File: src/rtl/sy_ppl_instr_queue_pkg.sv
// Shared types for the instruction queue between the realigner and decode.
package sy_ppl_instr_queue_pkg;

  localparam int unsigned SY_IQ_DEPTH = 8;

  // One queued instruction; compr is computed once at push time.
  typedef struct packed {
    logic [63:0] addr;
    logic [31:0] instr;
    logic        compr;
  } sy_iq_entry_t;

  // A 32-bit encoding always has 2'b11 in its two lowest bits.
  function automatic logic sy_is_compr(input logic [31:0] instr);
    return instr[1:0] != 2'b11;
  endfunction

endpackage

File: src/rtl/sy_ppl_instr_queue.sv
// Instruction queue: takes up to INSTR_PER_FETCH realigned instructions per
// cycle, keeps them in order and hands them to decode one per cycle.
module sy_ppl_instr_queue
  import sy_ppl_instr_queue_pkg::*;
#(
  parameter int unsigned INSTR_PER_FETCH = 2,
  parameter int unsigned DEPTH           = SY_IQ_DEPTH
) (
  input  logic                              clk_i,
  input  logic                              rst_ni,
  input  logic                              flush_i,
  input  logic [INSTR_PER_FETCH-1:0]        valid_i,
  input  logic [INSTR_PER_FETCH-1:0][63:0]  addr_i,
  input  logic [INSTR_PER_FETCH-1:0][31:0]  instr_i,
  output logic                              ready_o,
  output logic                              valid_o,
  input  logic                              ready_i,
  output logic [63:0]                       addr_o,
  output logic [31:0]                       instr_o,
  output logic                              is_compr_o,
  output logic [$clog2(DEPTH):0]            count_o
);

  localparam int unsigned PTR_W = $clog2(DEPTH);
  localparam int unsigned CNT_W = PTR_W + 1;

  logic [PTR_W-1:0] rd_ptr_reg, rd_ptr_next;
  logic [PTR_W-1:0] wr_ptr_reg, wr_ptr_next;
  logic [CNT_W-1:0] count_reg, count_next;
  logic [CNT_W-1:0] npush;
  logic             push_en, pop_en;

  sy_iq_entry_t     mem_reg    [DEPTH];
  sy_iq_entry_t     lane_entry [INSTR_PER_FETCH];
  logic [PTR_W-1:0] lane_slot  [INSTR_PER_FETCH];
  sy_iq_entry_t     head;

  // Per-lane entry formatting.
  for (genvar gi = 0; gi < INSTR_PER_FETCH; gi++) begin : g_lane
    assign lane_entry[gi] = '{addr:  addr_i[gi],
                              instr: instr_i[gi],
                              compr: sy_is_compr(instr_i[gi])};
  end

  // Compaction: each valid lane lands after all lower valid lanes; npush is the popcount.
  always_comb begin
    npush = '0;
    for (int l = 0; l < int'(INSTR_PER_FETCH); l++) begin
      lane_slot[l] = wr_ptr_reg + npush[PTR_W-1:0];
      if (valid_i[l]) npush = npush + CNT_W'(1);
    end
  end

  // Handshake and next-state arithmetic; ready depends on registered count only.
  always_comb begin
    ready_o     = (CNT_W'(DEPTH) - count_reg) >= CNT_W'(INSTR_PER_FETCH);
    valid_o     = (count_reg != '0) & ~flush_i;
    push_en     = ready_o & (|valid_i) & ~flush_i;
    pop_en      = valid_o & ready_i;
    wr_ptr_next = wr_ptr_reg + (push_en ? npush[PTR_W-1:0] : '0);
    rd_ptr_next = rd_ptr_reg + PTR_W'(pop_en);
    count_next  = count_reg + (push_en ? npush : '0) - CNT_W'(pop_en);
    if (flush_i) begin
      wr_ptr_next = '0;
      rd_ptr_next = '0;
      count_next  = '0;
    end
  end

  // Pointer and occupancy registers.
  always_ff @(posedge clk_i or negedge rst_ni) begin
    if (!rst_ni) begin
      rd_ptr_reg <= '0;
      wr_ptr_reg <= '0;
      count_reg  <= '0;
    end else begin
      rd_ptr_reg <= rd_ptr_next;
      wr_ptr_reg <= wr_ptr_next;
      count_reg  <= count_next;
    end
  end

  // Entry storage; a flush leaves contents in place, only the pointers move.
  always_ff @(posedge clk_i or negedge rst_ni) begin
    if (!rst_ni) begin
      for (int j = 0; j < int'(DEPTH); j++) mem_reg[j] <= '0;
    end else if (push_en) begin
      for (int l = 0; l < int'(INSTR_PER_FETCH); l++) begin
        if (valid_i[l]) mem_reg[lane_slot[l]] <= lane_entry[l];
      end
    end
  end

  assign head       = mem_reg[rd_ptr_reg];
  assign addr_o     = head.addr;
  assign instr_o    = head.instr;
  assign is_compr_o = head.compr;
  assign count_o    = count_reg;

  // Lanes offered while the queue cannot take a full fetch are lost.
  a_no_drop : assert property (@(posedge clk_i) disable iff (!rst_ni)
                               ((|valid_i) & ~flush_i) |-> ready_o);

  // Occupancy can never pass DEPTH.
  a_no_overflow : assert property (@(posedge clk_i) disable iff (!rst_ni)
                                   count_reg <= CNT_W'(DEPTH));

endmodule
File: config.mk
export PLATFORM = sky130hd
export DESIGN_NAME = sy_ppl_instr_queue
export DESIGN_NICKNAME = d
export VERILOG_FILES = /design/src/rtl/sy_ppl_instr_queue_pkg.sv /design/src/rtl/sy_ppl_instr_queue.sv
export SDC_FILE = /design/constraint.sdc
export NUM_CORES = 2
export LEC_CHECK = 0
export ABC_AREA = 1
export CORE_ASPECT_RATIO = 1.5
export CORE_MARGIN = 4
export CORE_UTILIZATION = 35
export CTS_CLUSTER_DIAMETER = 30
export DETAILED_ROUTE_END_ITERATION = 8
export REMOVE_ABC_BUFFERS = 1
export SYNTH_ARGS = -nofsm -noshare
export SYNTH_HDL_FRONTEND = slang
export SYNTH_SLANG_ARGS = --single-unit
File: constraint.sdc
create_clock -name clk_i -period 8.4 [get_ports clk_i]
set_clock_uncertainty 0.15 [all_clocks]
set_input_delay 1.68 -clock clk_i [delete_from_list [all_inputs] [get_ports clk_i]]
set_output_delay 1.68 -clock clk_i [all_outputs]
set_load 0.02 [all_outputs]
**After elaboration in Yosys (flattened, before gate mapping)**

Cells that the tools add are included.

- Flip-flop bits (word level): 786
- Bits of input ports: 198

- Add/sub/neg operators: 7
- Magnitude comparators: 6
- Equality and inequality tests: 2
- Mux-type cells: 19
- Bitwise gates (word level): 8
- Reduce and logical (&&, ||, !) cells: 4

Operators with widths:

| operator | number |
|---|---|
| 776-bit two-way mux | 3 |
| 776-bit bitwise mux | 2 |
| 97-bit demux with 3-bit select | 2 |
| 97-bit two-way mux | 4 |
| 97-bit binary-select mux with 3-bit select | 1 |
| 4-bit greater-or-equal comparator, second input constant | 3 |
| 4-bit two-way mux | 3 |
| 3-bit inverter with 4-bit output | 3 |
| 3-bit two-way mux | 3 |
| 4-bit by 1-bit less-than comparator with 1-bit output, second input constant | 2 |
| 3-bit adder | 2 |
| 4-bit by 1-bit adder with 4-bit output, second input constant | 1 |
| 4-bit adder | 1 |
| 1-bit AND | 4 |
| 4-bit by 2-bit greater-or-equal comparator with 1-bit output, second input constant | 1 |
| 2-bit != test, second input constant | 2 |
| 4-bit nonzero test | 1 |
| 4-bit by 1-bit subtractor with 4-bit output | 1 |
| 4-bit subtractor, first input constant | 1 |
| 3-bit by 1-bit adder with 3-bit output | 1 |
| 1-bit logical AND | 2 |
| 2-bit OR reduction | 1 |
| 1-bit two-way mux | 1 |
| 1-bit inverter | 1 |

**Longest topological paths before layout**

- Word-level depth: 10
- Gate-level depth with buffers: 17

**Worst setup path before layout**

No wires, ideal clock.

- Kind: input to register
- Start point: input valid_i[1]
- End point: register count_reg[2] (netlist: count_o[2])
- Setup time: 0.121 ns
- Data arrival time: 3.990 ns
- Required time: 8.129 ns
- Slack: 4.139 ns
- Stages: 14
- Buffers on the path: 3
- Cell sequence: buf_2 -> inv_1 -> ha_1 -> nor2_1 -> inv_1 -> nor2_2 -> buf_2 -> buf_1 -> nand2_1 -> ha_1 -> inv_1 -> fa_1 -> xnor2_1 -> nor2_1

- Cells in the longest elaborated chain, start to end: 7
- Elaborated cells on any way between the ends: 8
- Classes of those cells: 2 x add/sub; 3 x mux; 2 x bitwise; 1 x reduce/logical

Ends and longest elaborated chain:

| element | line | RTL |
|---|---|---|
| from (decl) | sy_ppl_instr_queue.sv:12 | `input logic [INSTR_PER_FETCH-1:0] valid_i,` |
| 2-bit OR reduction | sy_ppl_instr_queue.sv:58 | `push_en = ready_o & (\|valid_i) & ~flush_i;` |
| 1-bit AND (2 in a row) | sy_ppl_instr_queue.sv:58 |  |
| 4-bit two-way mux * | sy_ppl_instr_queue.sv:62 | `count_next = count_reg + (push_en ? npush : '0) - CNT_W'(pop_en);` |
| 4-bit adder * | sy_ppl_instr_queue.sv:62 |  |
| 4-bit by 1-bit subtractor with 4-bit output * | sy_ppl_instr_queue.sv:62 |  |
| 4-bit two-way mux * | sy_ppl_instr_queue.sv:63 | `if (flush_i) begin` |
| net count_next[2] | sy_ppl_instr_queue.sv:29 | `logic [CNT_W-1:0] count_reg, count_next;` |
| to (signal assigned) | sy_ppl_instr_queue.sv:79 | `count_reg <= count_next;` |
| to (decl) | sy_ppl_instr_queue.sv:29 |  |

Mark *: on every way through the listed nets, which the timed path passes. The rest lies on a longest branch.
A chain may end at the register's enable or synchronous reset.

**Worst setup path after layout**

- Start point: register rd_ptr_reg[1]
- End point: output instr_o[6]

- Cells in the longest elaborated chain, start to end: 4

Ends and longest elaborated chain:

| element | line | RTL |
|---|---|---|
| from (decl) | sy_ppl_instr_queue.sv:27 | `logic [PTR_W-1:0] rd_ptr_reg, rd_ptr_next;` |
| from (signal assigned) | sy_ppl_instr_queue.sv:77 | `rd_ptr_reg <= rd_ptr_next;` |
| 3-bit inverter with 4-bit output (implied by the code) | sy_ppl_instr_queue.sv:94 | `assign head = mem_reg[rd_ptr_reg];` |
| 97-bit binary-select mux with 3-bit select | sy_ppl_instr_queue.sv:94 |  |
| 97-bit two-way mux (implied by the code) (2 in a row) | sy_ppl_instr_queue.sv:94 |  |
| to (decl) | sy_ppl_instr_queue.sv:19 | `output logic [31:0] instr_o,` |

Every way passes these cells. The select of a mux whose other input is x is not followed.

==> flow_summary.json <==
{
  "layout_commonest_cell": "nand2_1",
  "vias": 64200,
  "max_freq_mhz": 151,
  "avgSynthCellArea_um2": 5.79,
  "drc": 0,
  "power_mw": 23.5,
  "mostFrequentLayoutCells": "5,730 x nand2_1, 989 x o21ai_0, 783 x dfrtp_1, 420 x inv_1, 327 x nor2_1",
  "dieWidth_um": 333,
  "crit_cells": 7,
  "numPortBuffers": 300,
  "cpPeakStageDelay_ns": 0.96,
  "dieArea_um2": 165000,
  "start_kind": "flip-flop",
  "drive_gt1_frac": 0.0515,
  "dr.pass1.iters": 7,
  "fin_crit_sh": 0.788,
  "ys_seq_area_frac": 0.356,
  "powerDensity_nw_per_um2": 353,
  "cp_data_required_time_ns": 6.57,
  "relSlewSlack": 0.190,
  "die_h_um": 495,
  "period_needed_ns": 6.62,
  "whs_ns": 0.322,
  "critical_path_class": "flip-flop to primary output",
  "fin_nets": 9698,
  "setup_viol": 0,
  "grt_pass1_wl_um": 380000,
  "drv_slew": 0,
  "peakVddDrop_mv": 0.372,
  "cts_buffer_depth": 3,
  "grt_usage": 0.296,
  "grt_antenna_before_repair": 22,
  "hold_viol": 0,
  "worst_path_max_delay_cell": "buf_4",
  "synth_area_leaders": "nand2_1 39%, dfrtp_1 36%, o21ai_0 8.9%, nand3_1 2.9%, inv_1 2.9%",
  "yosys.area.top_type_share": 0.389,
  "cts_max_level": 4,
  "wire_per_inst_um": 21.5,
  "drt_iter0_drc": 7229,
  "postSynthCellCount": 9554,
  "synthesis.area_um2": 55300,
  "status": "finished, final reports clean",
  "leakagePower_nw": 36.1,
  "areaGrowthSynthToFinish_pct": 20.6,
  "coreArea_um2": 157000,
  "ios": 301,
  "min_path_cells": 2,
  "ys_ff_latch": 786,
  "postCtsSetupBuffers": 0,
  "cp-end-kind": "primary output",
  "clock_latency_ns": 0.84,
  "hpwl_um": 129000,
  "tritoncts": "built",
  "clk_pin_slew_ns": 0.04,
  "synth_cell_types": 29,
  "rsz0062_at_grt": "no",
  "cts-root-buf": "clkbuf_16",
  "clock-sinks": 786,
  "overflow": 0,
  "rr_worst_depth": 9,
  "yosysWarnings": 0,
  "cts_hold_buf": 0,
  "cp_max_fo": 60,
  "cp.arrival_ns": 4.79,
  "start_util": 0.352,
  "grt_max_degree": 190,
  "routed_wl_um": 252000,
  "crit_family": "buffers and inverters",
  "grt_pass1_vias": 62400,
  "yosys.area.top_type": "nand2_1",
  "fin_tns_setup_ns": 0,
  "drv_cap": 0,
  "rows": 178,
  "vias_per_cell": 5.47,
  "path_buf_inv": 3,
  "path_cells": "buf_4 > buf_4 > o21ai_0 > o22ai_1 > nand2_1 > nand2_1 > clkdlybuf4s50_1",
  "largest_register_ff_count": 776,
  "place_congestion": 0.817,
  "worst_pin_slew_ns": 1.21,
  "min_path_type": "flip-flop to flip-flop",
  "antenna_left": 0,
  "cts_made_buffers": 210,
  "cts_resized": 0
}
metrics by stage:
step,setup WS [ns],utilization,instances,area (um2)
2_1_floorplan,-8.43,-,8887,52400
3_3_place_gp,2.07,0.377,11300,59200
3_5_place_dp,2.01,0.377,11300,59200
4_1_cts,1.82,0.425,11700,66700
5_1_grt,1.74,0.425,11700,66700
6_report,1.78,0.425,11700,66700
where the power goes:
| part | leakage (nW) | switching [mW] | internal (mW) |
|---|---|---|---|
| Clock | 3.65 | 2.71 | 5.86 |
| Combinational | 21.9 | 6.10 | 2.89 |
| Sequential | 10.6 | 0.937 | 5.05 |
worst paths after layout:
path                                from           end  slack, ns
max                        rd_ptr_reg[1]    instr_o[6]       1.78
min                         mem_reg[157]  mem_reg[157]       0.32
max reg2reg                wr_ptr_reg[0]  mem_reg[194]       3.72
min reg2reg                 mem_reg[157]  mem_reg[157]       0.32
min in group asynchronous         rst_ni  mem_reg[569]       0.73
max in group asynchronous         rst_ni  mem_reg[735]       5.71
Yosys cell counts, drive strengths merged:
cell type and instances:
buf 310, a21oi 84, nand4 8, o21ai 1034
dfrtp 786, nor2 340, xnor2 1, ha 15
nor3 2, clkinv 1, o22ai 115, nand3 323
fa 2, clkbuf 357, inv 433, and2 1
nand2 5742
layer usage:
| layer | vias to the layer above | share of wire | GRT usage | wire [um] |
|---|---|---|---|---|
| met4 | 14 | 0.058 | 0.160 | 14600 |
| met1 | 30200 | 0.39 | 0.370 | 98100 |
| met5 | - | 0.00039 | 0 | 98 |
| li1 | 29400 | - | - | - |
| met3 | 895 | 0.10 | 0.0575 | 25400 |
| met2 | 3653 | 0.45 | 0.484 | 114000 |
worst register-to-register path, delay by kind of cell (launching register included):
kind	cells	cell delay (ns)
buffers and inverters	3	2.07
adders and majority gates	1	0.50
and+or+nand+nor	5	1.41
DFF	1	0.44
cell families after synthesis:
kind of cell	synth area share
AOI/OAI and AO/OA	0.114
DFF	0.356
buffers and inverters	0.0815
adders and majority gates	0.00412
and+or+nand+nor	0.445
xor gates and xnor gates	0.000158
layout make-up:
cell class / instances / area [um2]
sequential: 786 / 19700
tap: 2070 / 2590
timing repair buffer: 384 / 3970
clock buffer: 272 / 5820
inverter: 434 / 1660
multi-input combinational: 7667 / 31300
clock inverter: 124 / 1690
antenna: 10 / 25.0
fill: 16600 / 90300
Power figures use the tool's default switching activity.
